==> config.mk <==
export PLATFORM = sky130hd
export DESIGN_NAME = mc_alu
export DESIGN_NICKNAME = d
export VERILOG_FILES = /design/src/rtl/mc_alu.sv
export SDC_FILE = /design/constraint.sdc
export NUM_CORES = 1
export LEC_CHECK = 0
export ABC_AREA = 1
export CORE_AREA = 2 2 207 260
export DETAILED_ROUTE_END_ITERATION = 6
export DIE_AREA = 0 0 209 262
export GPL_TIMING_DRIVEN = 0
export SLEW_MARGIN = 20
export SYNTH_ARGS = -nofsm -noshare
export SYNTH_HDL_FRONTEND = slang
export SYNTH_SLANG_ARGS = --single-unit
==> constraint.sdc <==
create_clock -name clk -period 4.46 [get_ports clk]
set_input_delay 0.892 -clock clk [delete_from_list [all_inputs] [get_ports clk]]
set_output_delay 0.892 -clock clk [all_outputs]
set_load 0.01 [all_outputs]
==> src/rtl/mc_alu.sv <==
// Registered multicycle ALU: single-cycle ADD/SUB/AND/ORR/EOR, iterative MUL (shift-add)
// and UDIV (restoring) behind a start/busy/done handshake with registered NZCV flags.
//
// state | meaning
// ------+--------------------------------------------------------------
// IDLE  | waiting for start; single-cycle ops complete on the accepting edge
// RUN   | MUL/UDIV iterating, one step per edge until the counter expires
module mc_alu #(
    parameter int WIDTH = 32
) (
    input  logic             clk,
    input  logic             reset,
    input  logic             start,
    input  logic [WIDTH-1:0] SrcA,
    input  logic [WIDTH-1:0] SrcB,
    input  logic [2:0]       ALUControl,
    output logic             busy,
    output logic             done,
    output logic [WIDTH-1:0] ALUResult,
    output logic [3:0]       ALUFlags
);
    localparam int CW = $clog2(WIDTH + 1);

    localparam logic [2:0] OP_ADD  = 3'b000;
    localparam logic [2:0] OP_SUB  = 3'b001;
    localparam logic [2:0] OP_AND  = 3'b010;
    localparam logic [2:0] OP_ORR  = 3'b011;
    localparam logic [2:0] OP_EOR  = 3'b100;
    localparam logic [2:0] OP_MUL  = 3'b101;
    localparam logic [2:0] OP_UDIV = 3'b110;

    typedef enum logic {IDLE, RUN} state_t;

    state_t           state_q, state_d;
    logic [CW-1:0]    cnt_q, cnt_d;
    logic             is_div_q, is_div_d;
    // a: multiplicand / dividend-then-quotient, b: multiplier / divisor, acc: product / remainder
    logic [WIDTH-1:0] a_q, a_d, b_q, b_d, acc_q, acc_d;
    logic             done_d;
    logic [WIDTH-1:0] res_d, fin;
    logic [3:0]       flags_d;

    logic             sub;
    logic [WIDTH-1:0] b_eff;
    logic [WIDTH:0]   sum;
    logic [WIDTH-1:0] quick_res;
    logic             quick_c, quick_v;

    logic [WIDTH-1:0] mul_acc;
    logic [WIDTH:0]   rem_sh, diff;
    logic             qbit;

    always_comb begin
        sub       = (ALUControl == OP_SUB);
        b_eff     = sub ? ~SrcB : SrcB;
        sum       = {1'b0, SrcA} + {1'b0, b_eff} + {{WIDTH{1'b0}}, sub};
        quick_res = '0;
        quick_c   = 1'b0;
        quick_v   = 1'b0;
        case (ALUControl)
            OP_ADD, OP_SUB: begin
                quick_res = sum[WIDTH-1:0];
                quick_c   = sum[WIDTH];
                quick_v   = (SrcA[WIDTH-1] == b_eff[WIDTH-1]) && (sum[WIDTH-1] != SrcA[WIDTH-1]);
            end
            OP_AND:  quick_res = SrcA & SrcB;
            OP_ORR:  quick_res = SrcA | SrcB;
            OP_EOR:  quick_res = SrcA ^ SrcB;
            default: quick_res = '0;   // UDIV by zero and reserved
        endcase
    end

    always_comb begin
        mul_acc = b_q[0] ? (acc_q + a_q) : acc_q;
        rem_sh  = {acc_q, a_q[WIDTH-1]};
        diff    = rem_sh - {1'b0, b_q};
        qbit    = ~diff[WIDTH];
    end

    always_comb begin
        state_d  = state_q;
        cnt_d    = cnt_q;
        is_div_d = is_div_q;
        a_d      = a_q;
        b_d      = b_q;
        acc_d    = acc_q;
        done_d   = 1'b0;
        res_d    = ALUResult;
        flags_d  = ALUFlags;
        fin      = '0;
        case (state_q)
            IDLE: begin
                if (start) begin
                    if (ALUControl == OP_MUL || (ALUControl == OP_UDIV && SrcB != '0)) begin
                        state_d  = RUN;
                        cnt_d    = CW'(WIDTH);
                        is_div_d = (ALUControl == OP_UDIV);
                        a_d      = SrcA;
                        b_d      = SrcB;
                        acc_d    = '0;
                    end else begin
                        done_d  = 1'b1;
                        res_d   = quick_res;
                        flags_d = {quick_res[WIDTH-1], quick_res == '0, quick_c, quick_v};
                    end
                end
            end
            RUN: begin
                cnt_d = cnt_q - CW'(1);
                if (is_div_q) begin
                    acc_d = qbit ? diff[WIDTH-1:0] : rem_sh[WIDTH-1:0];
                    a_d   = {a_q[WIDTH-2:0], qbit};
                end else begin
                    acc_d = mul_acc;
                    a_d   = a_q << 1;
                    b_d   = b_q >> 1;
                end
                if (cnt_q == CW'(1)) begin
                    fin     = is_div_q ? a_d : acc_d;
                    state_d = IDLE;
                    done_d  = 1'b1;
                    res_d   = fin;
                    flags_d = {fin[WIDTH-1], fin == '0, 2'b00};
                end
            end
            default: state_d = IDLE;
        endcase
    end

    always_ff @(posedge clk) begin
        if (reset) begin
            state_q   <= IDLE;
            cnt_q     <= '0;
            is_div_q  <= 1'b0;
            a_q       <= '0;
            b_q       <= '0;
            acc_q     <= '0;
            done      <= 1'b0;
            ALUResult <= '0;
            ALUFlags  <= '0;
        end else begin
            state_q   <= state_d;
            cnt_q     <= cnt_d;
            is_div_q  <= is_div_d;
            a_q       <= a_d;
            b_q       <= b_d;
            acc_q     <= acc_d;
            done      <= done_d;
            ALUResult <= res_d;
            ALUFlags  <= flags_d;
        end
    end

    assign busy = (state_q == RUN);

endmodule

==> out/qor.csv, run 1 <==
stage,metric,value,unit
status,status,"finished, final reports clean",
clock_network,cts_buffer_depth,2,
synthesis,syn_nets,3002,
placed_design,pre_cts_slack,-846.5,ps
synthesis,synth_area_leaders,"nand2_1 20%, dfxtp_1 17%, ha_1 13%",
sta,slew-limit-headroom,33.61,%
critical_path,cpMaxStageDelayCell,clkdlybuf4s50_1,
sta,final.period_utilization,97.79,%
layout,fin_nets,3127,
layout,area_growth,15.74,%
critical_path,cp_slowest_stage_delay,660,ps
clock_network,clkTransAtPathRegs,70,ps
critical_path,critPathMaxFanout,10,
sta,fin_setup_tns,0,ps
route,ant_nets,0,
layout,final_common_cell,nand2_1,
grt,met3_usage,2.055,%
synthesis,synth_top_flop_cell,dfxtp_1,
route,drt_first_pass_iters,5,
critical_path,r2r_slack,800,ps
clock_network,clock-root-buffer,clkbuf_16,
grt,grt_usage,24.07,%
grt,antenna_found_initial,1,
grt,use_met2,44.74,%
critical_path,critPathTopFamily,simple AND/OR/NAND/NOR gates,
sta,fin_skew,12.77,ps
clock_network,cts_tree,done,
synthesis,syn_inst,2761,
critical_path,cp.required,4860,ps
power,powerDensity,258.8,nW/µm²
layout,final_area,18550,µm²
run,cap_violations,0,
clock_network,hold_buffers,0,
die,fp.coreArea,52340,µm²
route,drc,0,
sta,maxSlewViolCount,0,
sta,tightest_slew,995.8,ps
critical_path,critPathKind,in2reg,
synthesis,syn_area,16030,µm²
critical_path,cp.buffers_inverters,5,
power,leakage,9.074,nW
route,drt_iter0_drc,1237,
die,die-area,54760,µm²
sta,holdWs,473.1,ps
min_path,hp-class,reg2reg,
synthesis,ys_seq_elements,140,
layout,diodes,0,
critical_path,setup.worst_path.end_class,flop,
clock_network,cts_setup_buffers,0,
synthesis,async_flop_share,0,%
synthesis,yosys_warnings,0,
clock_network,clk_latency,450,ps
die,rows,94,
sta,fmax,229.3,MHz
die,dieHeight,262,µm
placed_design,gp_congestion,0.9943,
layout,drive_above_1_share,3.449,%
route,vias_per_cell,5.053,
placed_design,port_buffers,106,
die,io_pins,108,
synthesis,synth_area_leader_cell,nand2_1,
sta,layout_min_cycle_time,4361,ps
clock_network,cts-htree-levels,4,
route,drt_wl_total,66940,µm
sta,rsz0062_at_grt,no,
route,route.detailed.wl_per_inst,18.74,µm
sta,setup_viol,0,
clock_network,clkSinkCount,140,
grt,grt.busiest_layer,met2,
route,via_count,18043,
grt,met1_usage,25.77,%
critical_path,crit_arrival,4760,ps
synthesis,synth-seq-area-share,17.48,%
power,ir_worst_vdd,0.2654,mV
placed_design,dp_hpwl,56760,µm
critical_path,setup.worst_path.start_class,input port,
placed_design,dp.cells,3539,
critical_path,crit_chain,clkdlybuf4s50_1 > nand3_4 > clkbuf_4 > xor2_1 > ha_1 > nand2_1 > inv_1 > nand2_1 > nor2_1 > nand3_1 > nand3_1 > nand2_1 > nand3_1 > nand2_1 > inv_1 > nand3_1 > nor2_1 > nand2_1 > nor2_1 > nand3_1 > nand3_1 > nand2_1 > inv_1,
sta,layout_setup_ws,98.52,ps
synthesis,synth_cell_types,53,
die,start_util,30.63,%
placed_design,place_area,17930,µm²
synthesis,yosysTopAreaCellShare,19.95,%
layout,final_cells,3571,
synthesis,synth_edf_count,0,
grt,overflow,0,
layout,final_cell_mix,"852 x nand2_1, 421 x inv_1, 266 x nor2_1",
grt,grt_pass1_vias,17511,
grt,grt_max_degree,17,
die,dieWidth,209,µm
clock_network,cts_buffers,17,
synthesis,avgSynthCellArea,5.806,µm²
sta,finalHoldViolations,0,
grt,grt_pass1_wl,99880,µm
==> final timing paths <==
path / startpoint / end / depth (start not counted)
worst max-delay path: ALUControl[0] / ALUFlags[2] / 23
worst min-delay path: b_q[31] / b_q[31] / 2
worst max register to register: a_q[31] / ALUFlags[2] / 22
worst min register to register: b_q[31] / b_q[31] / 2
==> layer usage <==
| layer | up-vias | wire length [µm] |
|---|---|---|
| li1 | 9165 | - |
| met5 | - | 13 |
| met4 | 2 | 5090 |
| met2 | 603 | 33160 |
| met1 | 8082 | 25890 |
| met3 | 191 | 2781 |
==> repair_timing <==
item	CTS	global route
pin swaps	0	0
gates resized for setup	7	7
hold endpoints to repair	0	0
setup endpoints to repair	8	2
==> stage by stage <==
stage / power (mW) / util, %
CTS: 4.757 / 35.41
floorplan: 2.624 / -
finish: 4.801 / 35.45
detailed placement: 3.288 / 34.26
global placement: 3.288 / 34.26
global route: 5.044 / 35.45
==> cell usage after synthesis (2+ instances only) <==
master	count
dfxtp_1	140
a22o_1	2
a21oi_1	211
o21ai_1	22
fa_1	3
a31oi_1	23
a22oi_1	24
o21a_1	3
buf_4	4
nor4_1	10
inv_1	421
nand3b_1	6
ha_1	168
nor3_1	18
xor2_1	50
a21oi_2	4
a32o_1	7
buf_6	8
inv_2	8
and2_1	5
buf_2	14
a221oi_1	21
nand4_1	28
nand3_1	151
nand3_2	3
buf_1	9
o21ai_0	136
nand2_1	852
o211ai_1	10
a21boi_0	8
nor2_1	268
a21o_1	9
xnor2_1	10
and3_1	3
nand2_2	8
a221oi_2	3
nor3b_1	2
o221ai_1	8
clkbuf_1	58
o21bai_1	9
or2_2	2
==> area by class of cell <==
cell class	instances	area (µm²)
Timing Repair Buffer	106	1061
Inverter	430	1617
Tap cell	672	840.8
Sequential cell	140	2803
Buffer	93	450.4
Clock buffer	19	432.9
Multi-Input combinational cell	2098	11190
Fill cell	5831	33780
Clock inverter	13	156.4
==> flip-flops by register name, indices dropped and copies added, names as in the netlist <==
| register | count |
|---|---|
| cnt_q | 6 |
| acc_q | 32 |
| b_q | 32 |
| ALUResult | 32 |
| is_div_q | 1 |
| ALUFlags | 3 |
| busy | 1 |
| done | 1 |
| a_q | 32 |
==> worst register-to-register path, stage by stage, from the launching register on <==
cell and delay [ps]:
dfxtp_1 600, inv_1 100, ha_1 210, inv_1 80
fa_1 180, nand2_1 70, nand3_1 110, nand3_1 90
nand2_1 180, nand2_1 90, nand2_2 170, nand2_2 90
nand2_2 60, nand2_2 70, nand3_1 360, nand2_1 200
nor2_1 150, nand3_1 170, nor2_1 240, nand4_1 140
nand3_1 140, nand2_1 60, inv_1 50
==> cells by family (layout without fill, tap and decap cells) <==
| kind of cell | after synthesis | after routing | share of synthesized area (%) |
|---|---|---|---|
| xor gates and xnor gates | 60 | 60 | 3.278 |
| adders and majority gates | 171 | 171 | 13.49 |
| AOI/OAI and AO/OA | 508 | 508 | 18.44 |
| DFF | 140 | 140 | 17.48 |
| buffers and inverters | 523 | 661 | 12.84 |
| and+or+nand+nor | 1359 | 1359 | 34.47 |
==> report_power, final <==
group	switching [mW]	internal (mW)	total, mW	leakage, nW
Combinational	1.28	0.637	1.91	7.65
Clock	0.649	0.840	1.49	0.282
Sequential	0.0723	1.33	1.40	1.14
Total	2.00	2.80	4.80	9.07
No activity file was read; power rests on OpenSTA's default activity.
==> run 2, diff against run 1 <==
--- a/config.mk
+++ b/config.mk
@@ -7,9 +7,10 @@
 export LEC_CHECK = 0
 export ABC_AREA = 1
 export CORE_AREA = 2 2 207 260
+export CTS_BUF_LIST = sky130_fd_sc_hd__clkbuf_8
 export DETAILED_ROUTE_END_ITERATION = 6
 export DIE_AREA = 0 0 209 262
-export GPL_TIMING_DRIVEN = 0
+export GPL_TIMING_DRIVEN = 1
 export SLEW_MARGIN = 20
 export SYNTH_ARGS = -nofsm -noshare
 export SYNTH_HDL_FRONTEND = slang
==> out/qor.csv, run 2 (synthesis results as in run 1) <==
stage,metric,value,unit
critical_path,setup.worst_path.start_class,input port,
die,dieHeight,262,µm
clock_network,clkSinkCount,140,
placed_design,port_buffers,107,
layout,area_growth,14.21,%
critical_path,r2r_slack,930,ps
clock_network,cts_buffer_depth,2,
grt,overflow,0,
grt,grt_pass1_wl,92150,µm
power,power,4.224,mW
layout,final_common_cell,nand2_1,
critical_path,crit_chain,clkdlybuf4s50_1 > inv_2 > nand3_4 > buf_12 > buf_4 > xor2_1 > ha_1 > nand2_1 > nor2_1 > nand2_1 > nor3_1 > nand2_1 > nand2_1 > nand2_1 > a31oi_1 > nand2_1 > nor2_1 > nand3_1 > nand3_1 > nand2_1 > inv_1,
clock_network,cts_resized,0,
sta,setup_viol,0,
power,powerDensity,230.7,nW/µm²
sta,final.period_utilization,86.21,%
status,status,"finished, final reports clean",
die,dieWidth,209,µm
grt,antenna_found_initial,1,
min_path,hp-class,reg2reg,
grt,grt_max_degree,74,
clock_network,clkTransAtPathRegs,90,ps
route,drc,0,
critical_path,crit_path_frequent_cell,nand2_1,
critical_path,cpMaxStageDelayCell,clkdlybuf4s50_1,
sta,tightest_slew,934.5,ps
sta,layout_min_cycle_time,3845,ps
sta,rsz0062_at_grt,no,
layout,fillers,5840,
power,ir_worst_vdd,0.1744,mV
sta,fin_setup_tns,0,ps
critical_path,setup.worst_path.end_class,flop,
layout,drive_above_1_share,4.369,%
clock_network,cts-htree-levels,4,
die,io_pins,108,
clock_network,cts_buffers,17,
placed_design,dp_hpwl,49050,µm
critical_path,crit_arrival,4290,ps
sta,fmax,260.1,MHz
critical_path,cp_slowest_stage_delay,510,ps
route,vias_per_cell,5.007,
clock_network,hold_buffers,0,
sta,slew-limit-headroom,37.70,%
critical_path,critPathKind,in2reg,
layout,fin_nets,3090,
die,fp.coreArea,52340,µm²
die,rows,94,
clock_network,clock-root-buffer,clkbuf_8,
clock_network,clk_latency,500,ps
critical_path,critPathMaxFanout,25,
layout,final_cell_mix,"852 x nand2_1, 421 x inv_1, 267 x nor2_1",
sta,finalHoldViolations,0,
power,leakage,9.044,nW
grt,grt_usage,21.58,%
die,start_util,30.63,%
run,cap_violations,0,
route,ant_nets,0,
route,drt_iter0_drc,1218,
critical_path,cp.required,4910,ps
sta,maxSlewViolCount,0,
sta,fin_skew,16.04,ps
clock_network,cts_tree,done,
placed_design,gp_congestion,1.018,
route,via_count,17696,
grt,grt_pass1_vias,16911,
clock_network,cts_setup_buffers,0,
route,drt_first_pass_iters,6,
sta,holdWs,469.9,ps
critical_path,critPathTopFamily,simple AND/OR/NAND/NOR gates,
route,drt_wl_total,59730,µm
die,die-area,54760,µm²
critical_path,cp.buffers_inverters,5,
route,route.detailed.wl_per_inst,16.90,µm
run 2: worst paths after layout:
path | from | endpoint | cells after the start
max | ALUControl[2] | ALUFlags[2] | 21
min | ALUFlags[0] | ALUFlags[0] | 2
max reg2reg | a_q[31] | ALUFlags[2] | 21
min reg2reg | ALUFlags[0] | ALUFlags[0] | 2
run 2: per-stage QoR:
step | worst slack [ps] | cell area (µm²) | std cells | util, %
2_1_floorplan | 949.7 | 16030 | 2761 | -
3_3_place_gp | 112.5 | 17950 | 3502 | 34.29
3_5_place_dp | 136.1 | 17950 | 3502 | 34.29
4_1_cts | 636.5 | 18310 | 3533 | 34.98
5_1_grt | 347.9 | 18310 | 3534 | 34.98
6_report | 615.1 | 18310 | 3534 | 34.98
run 2: cell type report:
cell class | instances | area, µm² | area share [%]
timing repair buffer | 162 | 1504 | 8.214
clock buffer | 17 | 234.0 | 1.278
tap | 672 | 840.8 | 4.592
inverter | 430 | 1617 | 8.829
antenna | 1 | 2.502 | 0.01367
sequential | 140 | 2808 | 15.34
clock inverter | 14 | 123.9 | 0.6766
multi-input combinational | 2098 | 11180 | 61.06
run 2: metal layers:
layer  wire length (µm)  track usage (%)
met5                  0                0
met4               3091            11.53
met3               2410            1.781
met2              28810            38.63
met1              25420            25.76
run 2: worst reg2reg max path, cell delays in order (launching register included):
cell and delay [ps]:
dfxtp_1 390, inv_1 100, ha_1 140, inv_1 60
fa_1 380, nand2_1 100, nand3_1 90, nand3_1 100
nand2_1 130, nand2_1 110, nand2_2 120, nand2_2 110
nand3_2 100, nand3_1 420, nand2_1 190, nor2_1 170
nand3_1 150, nor2_1 250, nand4_1 170, nand3_1 130
nand2_1 60, inv_1 40
run 2: where the power goes:
group | switching, mW | internal [mW]
Clock | 0.553 | 0.438
Combinational | 1.19 | 0.640
Sequential | 0.0763 | 1.32
==> patch, RTL diff (config.mk and constraints of run 2) <==
Register the output `ALUResult` once more, cleared by the reset; this adds one clock of latency there. The other outputs are not delayed to match.
--- a/src/rtl/mc_alu.sv
+++ b/src/rtl/mc_alu.sv
@@ -30,6 +30,8 @@
     localparam logic [2:0] OP_UDIV = 3'b110;
 
     typedef enum logic {IDLE, RUN} state_t;
+
+    logic [WIDTH-1:0] ALUResult_s0;
 
     state_t           state_q, state_d;
     logic [CW-1:0]    cnt_q, cnt_d;
@@ -85,7 +87,7 @@
         b_d      = b_q;
         acc_d    = acc_q;
         done_d   = 1'b0;
-        res_d    = ALUResult;
+        res_d    = ALUResult_s0;
         flags_d  = ALUFlags;
         fin      = '0;
         case (state_q)
@@ -136,7 +138,7 @@
             b_q       <= '0;
             acc_q     <= '0;
             done      <= 1'b0;
-            ALUResult <= '0;
+            ALUResult_s0 <= '0;
             ALUFlags  <= '0;
         end else begin
             state_q   <= state_d;
@@ -146,12 +148,20 @@
             b_q       <= b_d;
             acc_q     <= acc_d;
             done      <= done_d;
-            ALUResult <= res_d;
+            ALUResult_s0 <= res_d;
             ALUFlags  <= flags_d;
         end
     end
 
     assign busy = (state_q == RUN);
 
+    always_ff @(posedge clk) begin
+        if (reset) begin
+            ALUResult <= '0;
+        end else begin
+            ALUResult <= ALUResult_s0;
+        end
+    end
+
 endmodule
 
Check against the original RTL: not equivalent (a bounded check fails within 4 cycles, from zero or initial values and one cycle with reset high).
==> patch against run 2 <==
Synthesized area grew 5.4%; via count is 3.3% higher; wire length increased by 4.6%; fmax is 4.8% lower; non-clock buffer count is the same; total power grew 13%; clock skew increased by 5.7 ps; sequential cell count rose by 32; worst setup slack worse by 190 ps; final area increased by 5.3%; critical endpoint unchanged.
==> patch: results (changes against run 2) <==
clocking:
  ctsLongestPathBuffers: 2  # unchanged
  ctsResizeCount: 0  # unchanged
  numCtsBuffers: 17  # unchanged
  cts.clk_slew.worst_paths_ps: 110  # +20 ps
  clock_latency_ps: 520  # +20 ps
  cts.htree.levels: 4  # unchanged
route:
  drt_pass1_iterations: 5  # -1
  wl_per_cell_um: 17.3  # +2.2%
  drt_iter0_drc: 1235  # +1.4%
  drt-total-wl_mm: 62.5  # +4.6%
  via_per_inst: 5.05  # +0.88%
logic_synthesis:
  synth_async_sr_flop_share_pct: 0  # unchanged
  yosys-top-cells-area: "dfxtp_1 20%, nand2_1 19%, ha_1 12%, inv_1 9.7%, nor2_1 6.4%"
  synth_nets: 3090  # +2.9%
  synth_commonest_cells: "842 x nand2_1, 435 x inv_1, 288 x nor2_1, 199 x a21oi_1, 172 x dfxtp_1"
  ys_types: 59  # +11%
  synth.avg_cell_area_um2: 5.93  # +2.2%
  synth_seq_area_share_pct: 20.4  # +2.9 points
placement:
  place_congestion: 0.981  # -3.6%
  post-place-ws_ps: 10.2  # -126 ps
  place_hpwl_mm: 50.7  # +3.3%
  place_inst: 3586  # +2.4%
global_route:
  grt.total_usage_pct: 22.6  # +1.0 points
  grt_pass1_wl_mm: 96.6  # +4.8%
  antenna_found_initial: 1  # unchanged
  first_global_vias: 17652  # +4.4%
  use_met3_pct: 1.27  # -0.51 points
  grt_max_degree: 99  # +34%
  met2_usage_pct: 40.3  # +1.6 points
  gr-usage-met1_pct: 27.4  # +1.7 points
pwr:
  p_leak_nw: 9.40  # +3.9%
  vdd_drop_max_uv: 210  # +20%
outcome:
  outcome: "complete, no violations"
layout:
  layout-drive-gt1-share_pct: 4.82  # +0.45 points
  nNetsFinal: 3174  # +2.7%
setup_path:
  arrival_ps: 4500  # +210 ps
  cp_max_fo: 28  # +12%
sta:
  slew_headroom_pct: 34.9  # -2.8 points
  finClkSkew_ps: 21.8  # +5.73 ps
[patch: layer usage]
metal / up-vias / share of wire [%]
met3: 138 / 3.4
li1: 9337 / -
met2: 466 / 48
met4: 0 / 5.6
met1: 8340 / 43
met5: - / 0
[patch: cells by family after synthesis]
logic type / Yosys count / share of synthesized area (%)
AND/OR/NAND/NOR: 1394 / 33.9
buffers and inverters: 543 / 12.5
AO/OA/AOI/OAI: 510 / 17.4
flip-flops: 172 / 20.4
adder cells (fa/ha/maj): 171 / 12.8
XOR/XNOR: 59 / 3.06
[patch: worst max-delay path, cell delays in order]
cell and delay (ps):
clkdlybuf4s50_1 460, inv_4 110, nand3_4 130, buf_12 210, xor2_1 170, ha_1 350
nand2_1 70, inv_1 90, nand2_1 160, nor2_1 250, nand4_1 260, nand3_1 160
nand2_1 60, nand3_1 70, nand2_1 70, inv_1 90, nand3_1 70, nor2_1 320
nand3_1 130, nor2_1 110, nand2_1 60, nand3_1 80, nand2_1 50, inv_1 40
[patch: final timing paths]
| path | slack [ps] | cells past startpoint | to | startpoint |
|---|---|---|---|---|
| max | 420 | 24 | ALUFlags[2]$_SDFFE_PP0P_ | ALUControl[2] |
| min | 420 | 2 | ALUResult[2]$_SDFF_PP0_ | ALUResult_s0[2]$_SDFFE_PP0P_ |
| max reg2reg | 960 | 22 | ALUFlags[2]$_SDFFE_PP0P_ | a_q[31]$_SDFFE_PP0P_ |
| min reg2reg | 420 | 2 | ALUResult[2]$_SDFF_PP0_ | ALUResult_s0[2]$_SDFFE_PP0P_ |
[patch: metrics by stage]
stage,hold slack [ps],utilization (%)
floorplan,399,-
global placement,407,36.0
detailed placement,409,36.0
CTS,411,36.8
global route,441,36.8
finish,417,36.8
[patch: final cells by class]
class                   instances  area (um2)
diodes                          1        2.50
clock buffers                  17         234
clock inverters                15         179
fillers                      5732       33100
inverters                     446        1680
multi-input cells            2134       11400
flip-flops and latches        172        3450
well taps                     672         841
repair buffers                162        1530
[patch: power breakdown]
part / internal (W) / switching, W / total, W
Sequential: 0.00162 / 0.0000702 / 0.00169
Clock: 0.000474 / 0.000735 / 0.00121
Combinational: 0.000652 / 0.00122 / 0.00188
